File: src/rtl/wb_burst_fetch.sv
// Wishbone B4 burst-read master: fetches a block of words into a small FIFO
// and presents them on a valid/ready stream for the pixel path.
module wb_burst_fetch #(
    parameter int LEN_WIDTH  = 11,
    parameter int FIFO_DEPTH = 8
) (
    input  logic                 clk,
    input  logic                 rst_n,
    input  logic                 start,
    input  logic [31:0]          base_adr,
    input  logic [LEN_WIDTH-1:0] len,
    output logic                 busy,
    output logic                 done,
    output logic [31:0]          dout,
    output logic                 dout_valid,
    input  logic                 dout_ready,
    output logic [31:0]          wb_m_adr,
    output logic                 wb_m_cyc,
    output logic                 wb_m_stb,
    output logic                 wb_m_we,
    output logic [3:0]           wb_m_sel,
    output logic [2:0]           wb_m_cti,
    output logic [1:0]           wb_m_bte,
    output logic [31:0]          wb_m_dat_ms,
    input  logic                 wb_m_ack,
    input  logic [31:0]          wb_m_dat_sm
);

    // state    | meaning
    // S_IDLE   | waiting for start; latches address and length
    // S_ARM    | waiting for FIFO space; sizes the next burst
    // S_BURST  | cyc/stb asserted, one word pushed per ack
    // S_GAP    | one idle bus cycle between bursts
    // S_FINISH | done pulse, then back to idle

    localparam int AW = $clog2(FIFO_DEPTH);
    localparam int CW = AW + 1;

    typedef enum logic [2:0] {
        S_IDLE,
        S_ARM,
        S_BURST,
        S_GAP,
        S_FINISH
    } state_t;

    state_t               state_q, state_d;
    logic [29:0]          word_adr_q, word_adr_d;
    logic [LEN_WIDTH-1:0] rem_q, rem_d;
    logic [LEN_WIDTH-1:0] blen_q, blen_d;

    logic [31:0]          mem_q [FIFO_DEPTH];
    logic [AW-1:0]        wr_ptr_q, rd_ptr_q;
    logic [CW-1:0]        count_q;
    logic                 push;
    logic                 pop;
    logic [LEN_WIDTH-1:0] free;

    logic                 unused_adr_bits;
    assign unused_adr_bits = ^base_adr[1:0];

    assign free = LEN_WIDTH'(FIFO_DEPTH) - LEN_WIDTH'(count_q);

    always_ff @(posedge clk) begin
        if (!rst_n) begin
            state_q    <= S_IDLE;
            word_adr_q <= '0;
            rem_q      <= '0;
            blen_q     <= '0;
        end else begin
            state_q    <= state_d;
            word_adr_q <= word_adr_d;
            rem_q      <= rem_d;
            blen_q     <= blen_d;
        end
    end

    always_comb begin
        state_d    = state_q;
        word_adr_d = word_adr_q;
        rem_d      = rem_q;
        blen_d     = blen_q;
        push       = 1'b0;
        case (state_q)
            S_IDLE: begin
                if (start) begin
                    word_adr_d = base_adr[31:2];
                    rem_d      = len;
                    state_d    = (len == '0) ? S_FINISH : S_ARM;
                end
            end
            S_ARM: begin
                // burst never exceeds the space seen now; pops only add more
                if (free != '0) begin
                    blen_d  = (rem_q < free) ? rem_q : free;
                    state_d = S_BURST;
                end
            end
            S_BURST: begin
                if (wb_m_ack) begin
                    push       = 1'b1;
                    word_adr_d = word_adr_q + 30'd1;
                    rem_d      = rem_q - LEN_WIDTH'(1);
                    blen_d     = blen_q - LEN_WIDTH'(1);
                    if (blen_q == LEN_WIDTH'(1)) begin
                        state_d = (rem_q == LEN_WIDTH'(1)) ? S_FINISH : S_GAP;
                    end
                end
            end
            S_GAP:    state_d = S_ARM;
            S_FINISH: state_d = S_IDLE;
            default:  state_d = S_IDLE;
        endcase
    end

    assign wb_m_cyc    = (state_q == S_BURST);
    assign wb_m_stb    = wb_m_cyc;
    assign wb_m_adr    = {word_adr_q, 2'b00};
    assign wb_m_cti    = !wb_m_cyc                  ? 3'b000 :
                         (blen_q == LEN_WIDTH'(1))  ? 3'b111 : 3'b010;
    assign wb_m_we     = 1'b0;
    assign wb_m_sel    = 4'b1111;
    assign wb_m_bte    = 2'b00;
    assign wb_m_dat_ms = '0;

    assign busy = (state_q == S_ARM) || (state_q == S_BURST) || (state_q == S_GAP);
    assign done = (state_q == S_FINISH);

    assign dout_valid = (count_q != '0);
    assign pop        = dout_valid && dout_ready;
    assign dout       = dout_valid ? mem_q[rd_ptr_q] : '0;

    always_ff @(posedge clk) begin
        if (push) begin
            mem_q[wr_ptr_q] <= wb_m_dat_sm;
        end
    end

    always_ff @(posedge clk) begin
        if (!rst_n) begin
            wr_ptr_q <= '0;
            rd_ptr_q <= '0;
            count_q  <= '0;
        end else begin
            if (push) begin
                wr_ptr_q <= wr_ptr_q + AW'(1);
            end
            if (pop) begin
                rd_ptr_q <= rd_ptr_q + AW'(1);
            end
            case ({push, pop})
                2'b10:   count_q <= count_q + CW'(1);
                2'b01:   count_q <= count_q - CW'(1);
                default: count_q <= count_q;
            endcase
        end
    end

endmodule

File: config.mk
export PLATFORM = sky130hd
export DESIGN_NAME = wb_burst_fetch
export DESIGN_NICKNAME = d
export VERILOG_FILES = /design/src/rtl/wb_burst_fetch.sv
export SDC_FILE = /design/constraint.sdc
export NUM_CORES = 1
export LEC_CHECK = 0
export BUFFER_PORTS_ARGS = -buffer_cell sky130_fd_sc_hd__buf_2
export CORE_MARGIN = 5
export CORE_UTILIZATION = 30
export CTS_CLUSTER_SIZE = 40
export DETAILED_ROUTE_END_ITERATION = 10
export GPL_TIMING_DRIVEN = 0
export SYNTH_ARGS = -nofsm -noshare
export SYNTH_HDL_FRONTEND = slang
export SYNTH_SLANG_ARGS = --single-unit
File: constraint.sdc
create_clock -name clk -period 7 [get_ports clk]
set_clock_uncertainty 0.2 [all_clocks]
set_input_delay 0 -clock clk [delete_from_list [all_inputs] [get_ports clk]]
set_output_delay 0 -clock clk [all_outputs]
set_load 0.03 [all_outputs]
==> results of run 1 <==
-- cell usage after synthesis, drive strengths merged (2+ instances only) --
cell    count
a211oi     12
a21oi      61
a221oi      6
a311oi      4
a31oi       8
a32o        3
a41oi       3
and2        5
and3        2
and4        2
buf        61
clkbuf     38
conb        2
dfxtp      68
edfxtp    256
ha         22
inv        18
mux2i      38
mux4       64
nand2      62
nand2b      9
nand3      28
nand4      13
nor2      102
nor2b       3
nor3       18
nor3b       4
nor4       10
o211ai      2
o21ai      53
o221a       5
o221ai      2
o22ai      10
o31ai       3
or3         2
xnor2       3
xor2        9
-- power by group --
part           switching, W  leakage, nW  total (W)  internal (W)
clock network      0.000740        0.526    0.00176       0.00102
registers          0.000191         2.86    0.00243       0.00224
logic               0.00142         2.98    0.00223      0.000817
-- per-layer routing --
| layer | GRT usage [%] | routed length [um] |
|---|---|---|
| met1 | 18.0 | 15800 |
| met2 | 23.9 | 18300 |
| met3 | 2.65 | 2310 |
| met4 | 4.66 | 1200 |
| met5 | 0 | 13 |
-- worst reg2reg max path, stage by stage, from the launching register on --
cell and delay [ns]:
dfxtp_1 0.30, clkbuf_2 0.18, inv_1 0.16, ha_1 0.23
nand2b_1 0.14, nor2_1 0.79, inv_1 0.12, and2_1 0.23
clkbuf_1 0.18, ha_1 0.26, ha_1 0.28, a21o_1 0.17
a21oi_1 0.16, xnor2_1 0.10, or3_1 0.31, a21oi_1 0.13
-- through the flow --
step / instances / setup TNS, ns / util [%] / hold WS [ns] / area [sq um]
after floorplan: 1071 / 0 / - / -0.101 / 14500
after global placement: 1833 / -8.91 / 33.7 / 0.0652 / 16000
after detailed placement: 1847 / 0 / 34.3 / 0.0647 / 16300
after CTS: 1991 / 0 / 38.3 / 0.0598 / 18200
after global routing: 1992 / 0 / 38.3 / 0.0900 / 18200
final: 1992 / 0 / 38.3 / 0.0886 / 18200
-- cell type report --
class | instances | share of cell area (%)
inverter | 19 | 0.392
buffer | 99 | 3.32
multi-input combinational | 629 | 26.6
clock inverter | 14 | 0.769
tap | 615 | 4.23
antenna | 1 | 0.0137
timing repair buffer | 246 | 9.82
sequential | 324 | 49.7
clock buffer | 45 | 5.13
-- repair_timing --
item                       CTS  global route
setup buffers                0             0
setup endpoints to repair    0             0
hold buffers                85             0
hold endpoints to repair   313             0
-- cell families (layout without fill, tap and decap cells) --
| group | count (synthesis) | after routing | share of synthesized area (%) |
|---|---|---|---|
| buffers and inverters | 118 | 423 | 4.70 |
| adders and majority gates | 23 | 23 | 2.05 |
| muxes | 102 | 102 | 12.7 |
| other | 2 | 42 | 0.0522 |
| and+or+nand+nor | 267 | 267 | 8.75 |
| xor gates and xnor gates | 12 | 12 | 0.731 |
| DFF | 324 | 324 | 62.9 |
| AOI/OAI and AO/OA | 184 | 184 | 8.09 |
-- sequential cells by signal (all words and copies together), names as in the netlist, named ones only --
| signal | cells |
|---|---|
| rem_q | 11 |
| word_adr_q | 30 |
| state_q | 3 |
| rd_ptr_q | 3 |
| wr_ptr_q | 3 |
| blen_q | 11 |
| mem_q | 256 |
| count_q | 4 |
-- cell usage in the layout, fill, tap and decap left out, types with 18 or more instances in the layout --
cell,Yosys,final
a21oi_1,61,61
buf_2,9,156
buf_4,44,46
clkbuf_1,33,41
clkbuf_16,0,35
conb_1,2,41
dfxtp_1,68,68
dlygate4sd3_1,0,85
edfxtp_1,256,256
ha_1,22,22
inv_1,18,18
mux2i_1,38,38
mux4_2,64,64
nand2_1,62,62
nand3_1,27,27
nor2_1,101,95
o21ai_0,53,53
-- how the worst max path moves through the flow --
stage | to | slack, ns | depth (start not counted)
after floorplan | mem_q[0][0] | 2.81 | 5
final | count_q[3] | 2.99 | 15
after detailed placement | count_q[3] | 2.89 | 15
after global placement | mem_q[0][15] | -0.15 | 5
after CTS | count_q[3] | 2.88 | 15
after global routing | count_q[3] | 2.73 | 15
==> impl_metrics.py, run 1 <==
metrics = {
    "outcome": {
        "outcome": "finished clean",
    },
    "placed_design": {
        "routabilityCongestion": 0.889,
        "pre_cts_ws_ns": 2.89,
        "hpwl_mm": 24.7,
        "port_buffers": 147,
    },
    "global_route": {
        "grt_pass1_wl_mm": 58.3,
        "grt_antenna_before_repair": 2,
        "grtUsageTotal_pct": 14.0,
        "grt.overflow.total": 0,
        "grt_max_degree": 20,
        "grt_pass1_vias": 10000,
    },
    "finish": {
        "syn2layout_area_growth_pct": 26.7,
        "seq_area_sq_um": 9050,
        "drive_above_1_share_pct": 25.8,
        "multiInputGateArea_sq_um": 4850,
        "fillerInstances": 4458,
        "nets": 1457,
    },
    "hold_path": {
        "min_to": "mem_q[5][30]",
        "hp-class": "in2reg",
        "hold_depth": 2,
        "hold_start": "wb_m_dat_sm[30]",
    },
    "worst_setup_path": {
        "reg2reg_setup_slack_ns": 2.99,
        "rr_endpoint": "count_q[3]",
        "critPathMostFrequentCell": "ha_1",
        "path_cells": "clkbuf_2, inv_1, ha_1, nand2b_1, nor2_1, inv_1, and2_1, clkbuf_1, ha_1, ha_1, a21o_1, a21oi_1, xnor2_1, or3_1, a21oi_1",
        "r2r-start": "count_q[0]",
        "crit_path_top_delay_cell": "nor2_1",
        "critical_path_arrival_ns": 4.25,
        "crit_buf_inv": 4,
        "end_kind": "register",
        "critPathLaunch": "count_q[0]",
        "slowest_delay_ns": 0.79,
        "cp-start-kind": "register",
        "path_max_fanout": 7,
        "critPathKind": "reg2reg",
        "critical-path-top-delay-family": "simple AND/OR/NAND/NOR gates",
        "reg2regPathDepth": 15,
        "required_ns": 7.24,
    },
    "synthesis": {
        "syn_avg_cell_area_sq_um": 13.9,
        "yosys_warnings": 0,
        "synth_ff_type": "edfxtp_1",
        "ys_types": 71,
        "async_flop_share_pct": 0,
        "synth_edf_count": 256,
        "synth_top_area_share_pct": 53.5,
        "ys_seq_elements": 324,
        "syn_area_sq_um": 14400,
        "synth_top_cells_by_area": "edfxtp_1 (53%), mux4_2 (10%), dfxtp_1 (9.5%), mux2i_1 (2.6%), nor2_1 (2.6%)",
        "yosysTopAreaCell": "edfxtp_1",
        "syn-instance-count": 1032,
        "yosysSeqAreaShare_pct": 62.9,
    },
    "clock_tree": {
        "htree_levels": 2,
        "cts_buffer_depth": 3,
        "clk_latency_ns": 0.51,
        "root_buffer": "clkbuf_16",
        "clk_pin_slew_ns": 0.06,
        "ctsResizeCount": 0,
        "tritoncts": "done",
        "numCtsBuffers": 35,
        "clock_sinks": 324,
    },
    "timing": {
        "period_needed_ns": 4.01,
        "rsz0062_at_grt": "false",
        "fmax_ghz": 0.249,
        "slew_violations": 0,
        "hold_violations": 0,
        "slew_headroom_pct": 19.3,
        "setup_viol": 0,
        "tightest_slew_ns": 1.20,
        "layout_setup_ws_ns": 2.99,
        "period_share_pct": 57.3,
    },
    "drt": {
        "dr.pass1.iters": 5,
        "drt.antenna.violating_nets": 0,
        "viasPerCell": 4.94,
        "vias": 9840,
        "drt_iter0_markers": 699,
        "drc": 0,
        "routed_wirelength_mm": 37.6,
        "wl_per_cell_um": 18.9,
    },
    "die": {
        "io_pins": 191,
        "start_util_pct": 30.2,
        "fp.dieArea_sq_um": 52400,
        "fp-row-count": 80,
        "core_area_sq_um": 47500,
        "die_h_um": 229,
        "die_w_um": 229,
    },
    "power": {
        "p_total_w": 0.00642,
        "p_leak_nw": 6.36,
        "irDropWorstVdd_mv": 0.151,
        "p_per_area_nw_per_um2": 353,
    },
    "job": {
        "drv_cap": 0,
    },
}
(Power assumes the default switching activity.)
==> run 2: changes to the inputs <==
Clock period 7 ns to 3.9 ns, I/O delays scaled along.
==> impl_metrics.py, run 2 (same netlist as run 1, synthesis figures left out) <==
metrics = {
    "outcome": {
        "outcome": "finished clean",
    },
    "timing": {
        "setup_viol": 0,
        "hold_violations": 0,
        "rsz0062_at_grt": "false",
        "fmax_ghz": 0.278,
        "slew_violations": 0,
        "period_share_pct": 92.1,
        "finalHoldWorstSlack_ns": 0.0725,
        "slew_headroom_pct": 36.1,
        "tightest_slew_ns": 0.949,
        "period_needed_ns": 3.59,
    },
    "worst_setup_path": {
        "required_ns": 4.19,
        "path_max_fanout": 10,
        "critPathMostFrequentCell": "ha_1",
        "path_cells": "clkbuf_2, inv_1, ha_1, nand2b_1, nand2_2, ha_1, nand4_1, nor2_1, a211oi_2, and2_1, buf_2, o31ai_1, o221a_2",
        "reg2reg_setup_slack_ns": 0.31,
        "cp-start-kind": "register",
        "slowest_delay_ns": 0.55,
        "rr_endpoint": "blen_q[8]",
        "crit_path_top_delay_cell": "o31ai_1",
        "r2r-start": "count_q[0]",
        "critical_path_arrival_ns": 3.88,
        "critPathKind": "reg2reg",
        "end_kind": "register",
        "reg2regPathDepth": 13,
    },
    "finish": {
        "fin_area_sq_um": 18400,
        "reg_top3": "mem_q x256, word_adr_q x30",
        "syn2layout_area_growth_pct": 28.0,
        "final_common_cell": "edfxtp_1",
        "fillerInstances": 4446,
        "instances_no_fill": 1998,
        "layout_common_cells": "edfxtp_1 (256), buf_2 (156), nor2_1 (94), dlygate4sd3_1 (89), dfxtp_1 (68)",
        "largest_register_ffs": 256,
        "regMostFlops": "mem_q",
        "drive_above_1_share_pct": 26.0,
        "nets": 1457,
    },
    "placed_design": {
        "port_buffers": 147,
        "place_inst": 1843,
        "post_dp_cell_area_sq_um": 16300,
        "hpwl_mm": 25.2,
        "routabilityCongestion": 0.872,
    },
    "global_route": {
        "grt.overflow.total": 0,
        "grtUsageTotal_pct": 14.2,
        "grt_pass1_wl_mm": 58.8,
        "grt_pass1_vias": 9958,
        "grt_max_degree": 23,
        "grt_antenna_before_repair": 4,
    },
    "clock_tree": {
        "clock_sinks": 324,
        "tritoncts": "done",
        "clk_pin_slew_ns": 0.06,
        "clk_latency_ns": 0.54,
        "root_buffer": "clkbuf_16",
        "numCtsBuffers": 35,
        "cts_buffer_depth": 3,
        "htree_levels": 2,
    },
    "die": {
        "die_h_um": 229,
        "core_area_sq_um": 47500,
        "fp-row-count": 80,
        "start_util_pct": 30.2,
        "io_pins": 191,
        "fp.dieArea_sq_um": 52400,
        "die_w_um": 229,
    },
    "hold_path": {
        "hp-class": "in2reg",
        "hold_depth": 2,
        "min_to": "mem_q[7][20]",
        "hold_start": "wb_m_dat_sm[20]",
    },
    "drt": {
        "wl_per_cell_um": 19.1,
        "viasPerCell": 4.94,
        "drc": 0,
        "dr.pass1.iters": 5,
        "routed_wirelength_mm": 38.1,
        "vias": 9866,
        "drt.antenna.violating_nets": 0,
        "drt_iter0_markers": 918,
    },
    "power": {
        "p_total_w": 0.0117,
        "p_per_area_nw_per_um2": 638,
        "irDropWorstVdd_mv": 0.303,
        "p_leak_nw": 6.41,
    },
    "job": {
        "drv_cap": 0,
    },
}
[run 2: cell type report]
cell class	instances	area (sq um)	area share, %
flip-flops and latches	324	9050	49.2
multi-input cells	629	4880	26.6
repair buffers	246	1870	10.1
clock buffers	47	951	5.17
well taps	615	769	4.18
plain buffers	99	604	3.29
clock inverters	16	193	1.05
inverters	19	71.3	0.388
diodes	3	7.51	0.0408
[run 2: metrics by stage]
stage / util (%) / setup TNS [ns] / setup WS [ns]
finish: 38.7 / 0 / 0.309
global route: 38.7 / 0 / 0.0550
CTS: 38.6 / 0 / 0.0726
detailed placement: 34.4 / -0.227 / -0.227
global placement: 33.7 / -371.40 / -1.56
floorplan: - / 0 / 0.558
[run 2: repair_timing]
item	CTS	global route
hold buffers	89	0
gates resized for setup	1	4
endpoints found under the setup margin	1	22
buffers inserted	0	0
hold endpoints to repair	317	0
[run 2: layer usage]
metal  routed length [um]  vias to the layer above  GRT usage [%]
met4                  748                        0           3.82
met5                    0                        -              0
li1                     -                     4563              -
met3                 2300                       55           2.71
met2                18500                      346           23.9
met1                16500                     4902           18.8
[run 2: power by group]
group	total (W)	switching, W	internal (W)
Combinational	0.00407	0.00257	0.00150
Clock	0.00330	0.00137	0.00193
Sequential	0.00436	0.000346	0.00401
[run 2: worst max-delay path: cells and delay by family (launching register included)]
| kind | cells | cell delay, ns |
|---|---|---|
| AO/OA/AOI/OAI | 3 | 1.00 |
| AND/OR/NAND/NOR | 5 | 0.90 |
| adder cells (fa/ha/maj) | 2 | 0.62 |
| buffers and inverters | 3 | 0.51 |
| flip-flops | 1 | 0.30 |
[run 2: worst max-delay path by stage]
stage,to,startpoint,depth (start not counted)
2_1_floorplan,mem_q[6][0],state_q[1],5
3_3_place_gp,mem_q[5][20],state_q[1],5
3_5_place_dp,count_q[3],count_q[0],15
4_1_cts,blen_q[8],count_q[0],13
5_1_grt,blen_q[6],count_q[0],13
6_report,blen_q[8],count_q[0],13
